===== config.mk =====
export PLATFORM = sky130hd
export DESIGN_NAME = iact_skew_feeder
export DESIGN_NICKNAME = d
export VERILOG_FILES = /design/src/rtl/iact_skew_feeder.sv
export SDC_FILE = /design/constraint.sdc
export NUM_CORES = 1
export LEC_CHECK = 0
export CORE_MARGIN = 3
export CORE_UTILIZATION = 47
export DETAILED_ROUTE_END_ITERATION = 6
export PLACE_DENSITY = 0.67
export SYNTH_ARGS = -nofsm -noshare
export SYNTH_HDL_FRONTEND = slang
export SYNTH_SLANG_ARGS = --single-unit

===== constraint.sdc =====
create_clock -name clk -period 8.6 [get_ports clk]
set_input_delay 0.86 -clock clk [delete_from_list [all_inputs] [get_ports clk]]
set_output_delay 0.86 -clock clk [all_outputs]
set_load 0.005 [all_outputs]

===== src/rtl/iact_skew_feeder.sv =====
// iact_skew_feeder
//   Buffers activation vectors in a small FIFO and feeds them to a PE array
//   with a diagonal skew: row r of a popped vector leaves r+1 advancing
//   cycles after the pop. Each tile ends with a vector flagged last. After
//   that pop the feeder stops popping until the skew has drained, then
//   pulses done.
// Parameters: ROWS (PE rows, 2..16), DATA_W (activation width),
//   DEPTH (FIFO depth, power of two >= 2)
// Ports:
//   clk, rst         clock, asynchronous active-high reset
//   in_valid/in_ready/in_data/in_last   vector input handshake
//   advance          array enable; everything holds when low
//   out_iact/out_valid  skewed activations and per-row qualifiers
//   busy, done       tile in progress / one-cycle drain-complete pulse
//   stall_cnt        (only with FEEDER_STALL_CNT_EN) starved STREAM cycles
// Build option: define FEEDER_STALL_CNT_EN to add the stall_cnt output.

// One skew row: a LEN-deep shift chain of data plus its valid bit.
module iact_skew_row #(
  parameter int LEN    = 1,
  parameter int DATA_W = 16
) (
  input  logic              clk,
  input  logic              rst,
  input  logic              en_i,
  input  logic [DATA_W-1:0] d_i,
  input  logic              v_i,
  output logic [DATA_W-1:0] d_o,
  output logic              v_o
);
  logic [LEN-1:0][DATA_W-1:0] dat_q;
  logic [LEN-1:0]             vld_q;

  always_ff @(posedge clk or posedge rst) begin
    if (rst) begin
      dat_q <= '0;
      vld_q <= '0;
    end else if (en_i) begin
      dat_q[0] <= d_i;
      vld_q[0] <= v_i;
      for (int i = 1; i < LEN; i++) begin
        dat_q[i] <= dat_q[i-1];
        vld_q[i] <= vld_q[i-1];
      end
    end
  end

  assign d_o = dat_q[LEN-1];
  assign v_o = vld_q[LEN-1];
endmodule

module iact_skew_feeder #(
  parameter int ROWS   = 4,
  parameter int DATA_W = 16,
  parameter int DEPTH  = 4
) (
  input  logic                   clk,
  input  logic                   rst,
  input  logic                   in_valid,
  output logic                   in_ready,
  input  logic [ROWS*DATA_W-1:0] in_data,
  input  logic                   in_last,
  input  logic                   advance,
  output logic [ROWS*DATA_W-1:0] out_iact,
  output logic [ROWS-1:0]        out_valid,
  output logic                   busy,
`ifdef FEEDER_STALL_CNT_EN
  output logic [15:0]            stall_cnt,
`endif
  output logic                   done
);
  localparam int AW  = $clog2(DEPTH);
  localparam int DCW = $clog2(ROWS + 1);

  typedef enum logic [1:0] {IDLE, STREAM, DRAIN} state_t;

  typedef struct packed {
    logic                         last;
    logic [ROWS-1:0][DATA_W-1:0]  data;
  } ent_t;

  ent_t              mem_q [DEPTH];
  logic [AW-1:0]     wr_ptr_q, rd_ptr_q;
  logic [AW:0]       cnt_q, cnt_d;
  state_t            state_q;
  logic [DCW-1:0]    drain_cnt_q;
  logic              busy_q, done_q;

  logic full, empty, push, pop, drain_end;
  ent_t pop_ent, push_ent;
  logic [ROWS-1:0][DATA_W-1:0] feed_data, row_dat;

  assign full      = (cnt_q == (AW+1)'(DEPTH));
  assign empty     = (cnt_q == '0);
  // No push while full, even if a pop frees a slot this cycle.
  assign in_ready  = !full && (state_q != DRAIN);
  assign push      = in_valid && in_ready;
  assign pop       = advance && !empty && (state_q != DRAIN);
  assign pop_ent   = mem_q[rd_ptr_q];
  assign push_ent  = '{last: in_last, data: in_data};
  assign drain_end = (state_q == DRAIN) && advance && (drain_cnt_q == DCW'(1));

  // Bubbles (zero data, valid low) enter whenever the array advances without a pop.
  assign feed_data = pop ? pop_ent.data : '0;

  always_comb begin
    cnt_d = cnt_q;
    case ({push, pop})
      2'b10:   cnt_d = cnt_q + 1'b1;
      2'b01:   cnt_d = cnt_q - 1'b1;
      default: cnt_d = cnt_q;
    endcase
  end

  always_ff @(posedge clk) begin
    if (push) mem_q[wr_ptr_q] <= push_ent;
  end

  always_ff @(posedge clk or posedge rst) begin
    if (rst) begin
      wr_ptr_q <= '0;
      rd_ptr_q <= '0;
      cnt_q    <= '0;
    end else begin
      if (push) wr_ptr_q <= wr_ptr_q + 1'b1;
      if (pop)  rd_ptr_q <= rd_ptr_q + 1'b1;
      cnt_q <= cnt_d;
    end
  end

  // Tile FSM. An entry queued behind a last vector is popped once back in
  // IDLE, which starts the next tile without needing a fresh push.
  always_ff @(posedge clk or posedge rst) begin
    if (rst) begin
      state_q     <= IDLE;
      drain_cnt_q <= '0;
      busy_q      <= 1'b0;
      done_q      <= 1'b0;
    end else begin
      done_q <= 1'b0;
      case (state_q)
        IDLE, STREAM: begin
          if (pop && pop_ent.last) begin
            state_q     <= DRAIN;
            drain_cnt_q <= DCW'(ROWS);
            busy_q      <= 1'b1;
          end else if (state_q == IDLE && (push || pop)) begin
            state_q <= STREAM;
            busy_q  <= 1'b1;
          end
        end
        DRAIN: begin
          if (drain_end) begin
            state_q     <= IDLE;
            drain_cnt_q <= '0;
            busy_q      <= 1'b0;
            done_q      <= 1'b1;
          end else if (advance) begin
            drain_cnt_q <= drain_cnt_q - 1'b1;
          end
        end
        default: begin
          state_q <= IDLE;
          busy_q  <= 1'b0;
        end
      endcase
    end
  end

  for (genvar r = 0; r < ROWS; r++) begin : g_row
    iact_skew_row #(.LEN(r + 1), .DATA_W(DATA_W)) u_row (
      .clk  (clk),
      .rst  (rst),
      .en_i (advance),
      .d_i  (feed_data[r]),
      .v_i  (pop),
      .d_o  (row_dat[r]),
      .v_o  (out_valid[r])
    );
  end

  assign out_iact = row_dat;
  assign busy     = busy_q;
  assign done     = done_q;

`ifdef FEEDER_STALL_CNT_EN
  logic [15:0] stall_q;

  // Cleared on the same edge that raises done, so it reads 0 from the pulse on.
  always_ff @(posedge clk or posedge rst) begin
    if (rst)
      stall_q <= '0;
    else if (drain_end)
      stall_q <= '0;
    else if (state_q == STREAM && advance && empty && stall_q != 16'hFFFF)
      stall_q <= stall_q + 1'b1;
  end

  assign stall_cnt = stall_q;
`endif
endmodule


# Yosys cells after proc, flatten, opt, wreduce, memory -nomap -nowiden
# Memories as Yosys holds them, arrays and structs flattened.
# Cells that the tools add are included.
[word_totals]
word_cells = 74
regBits = 184
n_memories = 1
ram_bits = 260
output_inout_bits = 71
in_bits = 69
[memory_table]
columns = ["memory", "depth", "width", "read_ports", "rd_ports_with_merged_regs", "write_ports", "line", "text"]
rows = [
  ["mem_q", 4, 65, 1, 0, 1, "82", "ent_t mem_q [DEPTH];"],
]
[classes]
n_addsub = 5
eq_ne = 11
muxes = 18
reduce_logical = 18
[op_table]
columns = ["op", "count"]
rows = [
  ["64-bit 2-to-1 mux", 1],
  ["3-bit one-hot mux with 2 select lines", 2],
  ["3-bit 2-to-1 mux", 3],
  ["1-bit logical AND", 8],
  ["1-bit 2-to-1 mux", 7],
  ["2-bit 2-to-1 mux", 3],
  ["2-bit != test, second input constant", 3],
  ["3-bit != test, second input constant", 2],
  ["3-bit by 1-bit subtractor with 3-bit output, second input constant", 2],
  ["2-bit by 1-bit adder with 2-bit output, second input constant", 2],
  ["2-bit by 1-bit equality test with 1-bit output, second input constant", 2],
  ["2-bit equality test, second input constant", 2],
  ["2-bit one-hot mux with 2 select lines", 1],
  ["2-bit nonzero test", 2],
  ["3-bit by 1-bit adder with 3-bit output, second input constant", 1],
  ["3-bit by 1-bit equality test with 1-bit output, second input constant", 1],
  ["3-bit equality test, second input constant", 1],
  ["3-bit logical NOT", 1],
  ["3-bit AND reduction", 1],
  ["1-bit logical NOT", 2],
  ["2-bit logical NOT", 1],
  ["1-bit one-hot mux with 2 select lines", 1],
  ["2-bit AND reduction", 1],
  ["2-bit OR reduction", 1],
  ["1-bit logical OR", 1],
]

# Longest topological paths before layout
[logic_depth]
depth_word = 9
depth_mapped = 10
mapped_depth_nobuf = 9

# Cells and area by module
# From an unflattened synthesis, not the netlist that was laid out.
[hier_totals]
cells_unflattened = 900
hier_area_um2 = 17875.9
[modules_own_cells]
columns = ["module", "area_each_um2", "seq_area_each_um2", "cells_per_inst", "instances"]
rows = [
  ["iact_skew_feeder", 10632.7, 8157.8, 488, 1],
  ["iact_skew_row at g_row[3].u_row", 2738.9, 1701.6, 161, 1],
  ["iact_skew_row at g_row[2].u_row", 2273.4, 1276.2, 125, 1],
  ["iact_skew_row at g_row[1].u_row", 1541.5, 850.8, 89, 1],
  ["iact_skew_row at g_row[0].u_row", 689.4, 425.4, 37, 1],
]

# Worst setup path after synthesis
# OpenSTA, ideal clock, no wires.
[synth_path]
path_kind = "input -> register"
startpoint = "input in_valid"
endpoint = "memory mem_q[0][0] (netlist bit), enable pin"
stages = 3
path_buffers = 0
arrival_time_ps = 2822
path_slack_ps = 5348
setup_ps = 430
t_required_ps = 8170
cell_sequence = "inv_1 a221oi_2 and2_1"
[synth_between]
elab_chain_cells = 3
[synth_rtl]
columns = ["element", "line", "text"]
rows = [
  ["start: declaration", "59", "input logic in_valid,"],
  ["1-bit logical AND", "97", "assign push = in_valid && in_ready;"],
  ["1-bit 2-to-1 mux", "116", "if (push) mem_q[wr_ptr_q] <= push_ent;"],
  ["1-bit 2-to-1 mux (implied by the code)", "116", ""],
  ["end: declaration", "82", ""],
]
# Every way passes these cells.

# Worst setup path after layout
[layout_path]
startpoint = "register state_q[1]"
endpoint = "output in_ready"
[layout_between]
elab_chain_cells = 2
[layout_rtl]
columns = ["element", "line", "text"]
rows = [
  ["start: declaration", "85", "state_t state_q;"],
  ["start signal: assignment", "135", "state_q <= IDLE;"],
  ["start signal: assignment", "144", "state_q <= DRAIN;"],
  ["start signal: assignment", "148", "state_q <= STREAM;"],
  ["2-bit != test", "96", "assign in_ready = !full && (state_q != DRAIN);"],
  ["1-bit logical AND", "96", ""],
  ["end: declaration", "60", "output logic in_ready,"],
]
# Every way passes these cells.

==> results.sh <==
export IMPL_final_util_pct=56.1
export IMPL_ys_flop_type="edfxtp_1"
export IMPL_rows=68
export IMPL_syn_inst=824
export IMPL_p_switching_mw=1.76
export IMPL_endpoint_kind="primary output"
export IMPL_cts_resized=0
export IMPL_min_period_ps=2950
export IMPL_min_period_over_period_pct=34.3
export IMPL_status="complete, no violations"
export IMPL_place_hpwl_mm=16.1
export IMPL_reg2reg_slack_ps=5790
export IMPL_finalWeightedCongestion=0.675
export IMPL_multi_input_area_um2=3580
export IMPL_antenna_found_initial=4
export IMPL_synth_cell_area_um2=16600
export IMPL_holdPathEnd="g_row[3].u_row.d_o[12]$_DFFE_PP0P_"
export IMPL_ir_drop_mv=0.201
export IMPL_setup_slack_ps=5650
export IMPL_start_util_pct=47.8
export IMPL_fillers=2656
export IMPL_cts_root_buf="clkbuf_16"
export IMPL_avgSynthCellArea_um2=20.1
export IMPL_relSlewSlack_pct=25.1
export IMPL_first_global_vias=8067
export IMPL_r2r_end="drain_cnt_q[2]$_DFFE_PP0P_"
export IMPL_hp_class="flop to flop"
export IMPL_drc=0
export IMPL_stdcell_count=1411
export IMPL_hp_start="g_row[3].u_row.dat_q[44]$_DFFE_PP0P_"
export IMPL_worstSetupPathType="flop to primary output"
export IMPL_slowest_delay_ps=560
export IMPL_yosys_area_top_type="edfxtp_1"
export IMPL_fmax_mhz=339
export IMPL_ys_types=39
export IMPL_synthDominantCellAreaShare_pct=47.2
export IMPL_pin_count=140
export IMPL_area_growth_pct=17.3
export IMPL_hold_violations=0
export IMPL_required_ps=7740
export IMPL_synth_seq_area_share_pct=74.1
export IMPL_finalPower_mw=6.84
export IMPL_grt_pass1_wl_mm=46.5
export IMPL_totalWireLength_mm=28.9
export IMPL_die_area_um2=37500
export IMPL_slowest_stage="clkdlybuf4s50_1"
export IMPL_syn_nets=902
export IMPL_synth_area_leaders="edfxtp_1, dfrtp_1, mux4_2"
export IMPL_maxCapViolCount=0
export IMPL_cts_tree="built"
export IMPL_grt_max_degree=115
export IMPL_rsz0062_at_grt="no"
export IMPL_clk_path_buf_depth=3
export IMPL_worst_slew_pin_slew_ps=1120
export IMPL_path_clk_slew_ps=60
export IMPL_skew_ps=12.6
export IMPL_setup_viol=0
export IMPL_viasPerCell=5.34
export IMPL_slew_violations=0
export IMPL_port_buffers=139
export IMPL_die_x_um=194
export IMPL_grtUsageTotal_pct=15.7
export IMPL_worstReg2RegStart="rd_ptr_q[0]$_DFFE_PP0P_"
export IMPL_pre_cts_ws_ps=5380
export IMPL_post_cts_setup_buffers=0
export IMPL_hold_buffers=0
export IMPL_placed_cells=1329
export IMPL_ys_warn_count=0
export IMPL_diodes=0
export IMPL_critPathMaxFanout=8
export IMPL_fp_dieH_um=194
export IMPL_num_vias=7538
export IMPL_p_leak_nw=7.24
export IMPL_cts_sinks=438
export IMPL_arrival_ps=2090
export IMPL_core_area_um2=34600
export IMPL_ant_nets=0
export IMPL_drt_iter0_drc=396
export IMPL_synth_edf_count=260
export IMPL_p_clk_share_pct=28.6
export IMPL_reg2regPathDepth=4
export IMPL_cts_buffers=44
export IMPL_power_frac_seq_pct=48.2
export IMPL_internal_power_mw=5.08
export IMPL_drive_above_1_share_pct=26.6
export IMPL_clk_latency_ps=540
export IMPL_cts_htree_levels=2
export IMPL_ff_latch_area_um2=12300
export IMPL_num_nets_final=998
export IMPL_p_per_area_nw_per_um2=353
export IMPL_switching_share_pct=25.8
export IMPL_async_reset_ff_share_pct=40.6
export IMPL_synth_seq_cells=438
export IMPL_critPathLaunchType="flop"
export IMPL_tns_ps=0
export IMPL_drt_first_pass_iters=5
export IMPL_min_path_cells=1
export IMPL_critical_path_cell_chain="nand2b_1 > a21boi_0 > clkdlybuf4s50_1"
export IMPL_wl_per_cell_um=20.5
export IMPL_comb_power_share_pct=23.2
export IMPL_gr_total_overflow=0
-- per-layer routing --
| metal | vias up | wire length (µm) | GRT usage [%] |
|---|---|---|---|
| li1 | 3358 | - | - |
| met1 | 3966 | 12900 | 22.0 |
| met2 | 157 | 14100 | 25.4 |
| met3 | 49 | 1330 | 3.37 |
| met4 | 8 | 559 | 3.94 |
| met5 | - | 45 | 0 |
-- area by class of cell --
class                   count  area share (%)
well taps                 455            2.93
clock inverters            25            1.49
clock buffers              57            6.29
multi-input cells         279            18.5
inverters                  14           0.322
flip-flops and latches    438            63.2
repair buffers            143            7.31
-- synthesized netlist by cell type, types with 2 or more instances --
cell        n
buf_6       2
a211o_1     2
a21oi_1     3
and2_1      4
nor2_1      3
nand2_1     5
buf_12      5
dfrtp_1   178
buf_1       3
edfxtp_1  260
nand3b_1    2
xnor2_1     5
buf_2      20
a22o_1     64
clkbuf_1   11
mux4_2     65
buf_4      52
inv_1      13
ha_1        8
mux2_2    100
-- per-stage QoR --
step | instance area [µm²] | hold slack (ps)
final | 19400 | 497
after floorplan | 16600 | 467
after global routing | 19400 | 515
after detailed placement | 17900 | 488
after global placement | 17900 | 485
after CTS | 19400 | 497
-- worst max path at each step --
| stage | endpoint | start | cells past startpoint |
|---|---|---|---|
| final | in_ready | state_q[1]$_DFFE_PP0P_ | 3 |
| after global placement | mem_q[0][19]$_DFFE_PP_ | in_valid | 4 |
| after floorplan | busy$_DFFE_PP0P_ | rst | 1 |
| after CTS | in_ready | state_q[1]$_DFFE_PP0P_ | 3 |
| after global routing | in_ready | state_q[1]$_DFFE_PP0P_ | 3 |
| after detailed placement | mem_q[3][19]$_DFFE_PP_ | in_valid | 4 |
-- state kept, by name, indices dropped and copies added (netlist names), 2 cells and up --
signal / count
g_row.u_row.vld_q: 4
wr_ptr_q: 2
cnt_q: 3
mem_q: 260
state_q: 2
g_row.u_row.d_o: 64
rd_ptr_q: 2
drain_cnt_q: 3
g_row.u_row.dat_q: 96
-- placed cells by master, fill, tap and decap left out, types with 2 or more instances in the layout --
master	netlist	routed
clkbuf_16	0	45
clkinv_1	0	5
clkbuf_8	0	5
nand2_1	5	5
bufinv_16	0	6
mux4_2	65	65
dfrtp_1	178	176
a21oi_1	3	3
clkinv_2	0	9
a22o_1	64	64
clkbuf_1	11	7
and2_4	0	4
clkdlybuf4s50_1	0	138
buf_4	52	5
edfxtp_1	260	260
inv_1	13	11
mux2_2	100	100
nor2_1	3	3
inv_6	0	2
xnor2_1	5	5
clkinvlp_4	0	5
a211o_1	2	2
dfrtp_4	0	2
nand3b_1	2	2
ha_1	8	8
-- worst max-delay path, delay by kind of cell (launching register included) --
kind | cells | cell delay (ps)
buf+inv | 1 | 560
flops | 1 | 460
compound gates | 1 | 300
simple gates | 1 | 240
-- power groups by stage --
| stage | combinational [mW] | sequential, mW | clock [mW] |
|---|---|---|---|
| 2_1_floorplan | 1.34 | 3.14 | 0 |
| 4_1_cts | 1.63 | 3.32 | 2.00 |
| 3_5_place_dp | 1.62 | 3.35 | 0 |
| 5_1_grt | 1.74 | 3.39 | 2.10 |
| 3_3_place_gp | 1.59 | 3.33 | 0 |
| 6_report | 1.59 | 3.30 | 1.96 |
-- cell families after synthesis --
| kind of cell | after synthesis | synth area share (%) |
|---|---|---|
| AO/OA/AOI/OAI | 77 | 4.01 |
| XOR/XNOR | 6 | 0.317 |
| adder cells (fa/ha/maj) | 9 | 0.726 |
| buffers and inverters | 107 | 4.34 |
| flip-flops | 438 | 74.1 |
| multiplexers | 165 | 15.6 |
| AND/OR/NAND/NOR | 22 | 0.892 |
(Power assumes the default switching activity.)
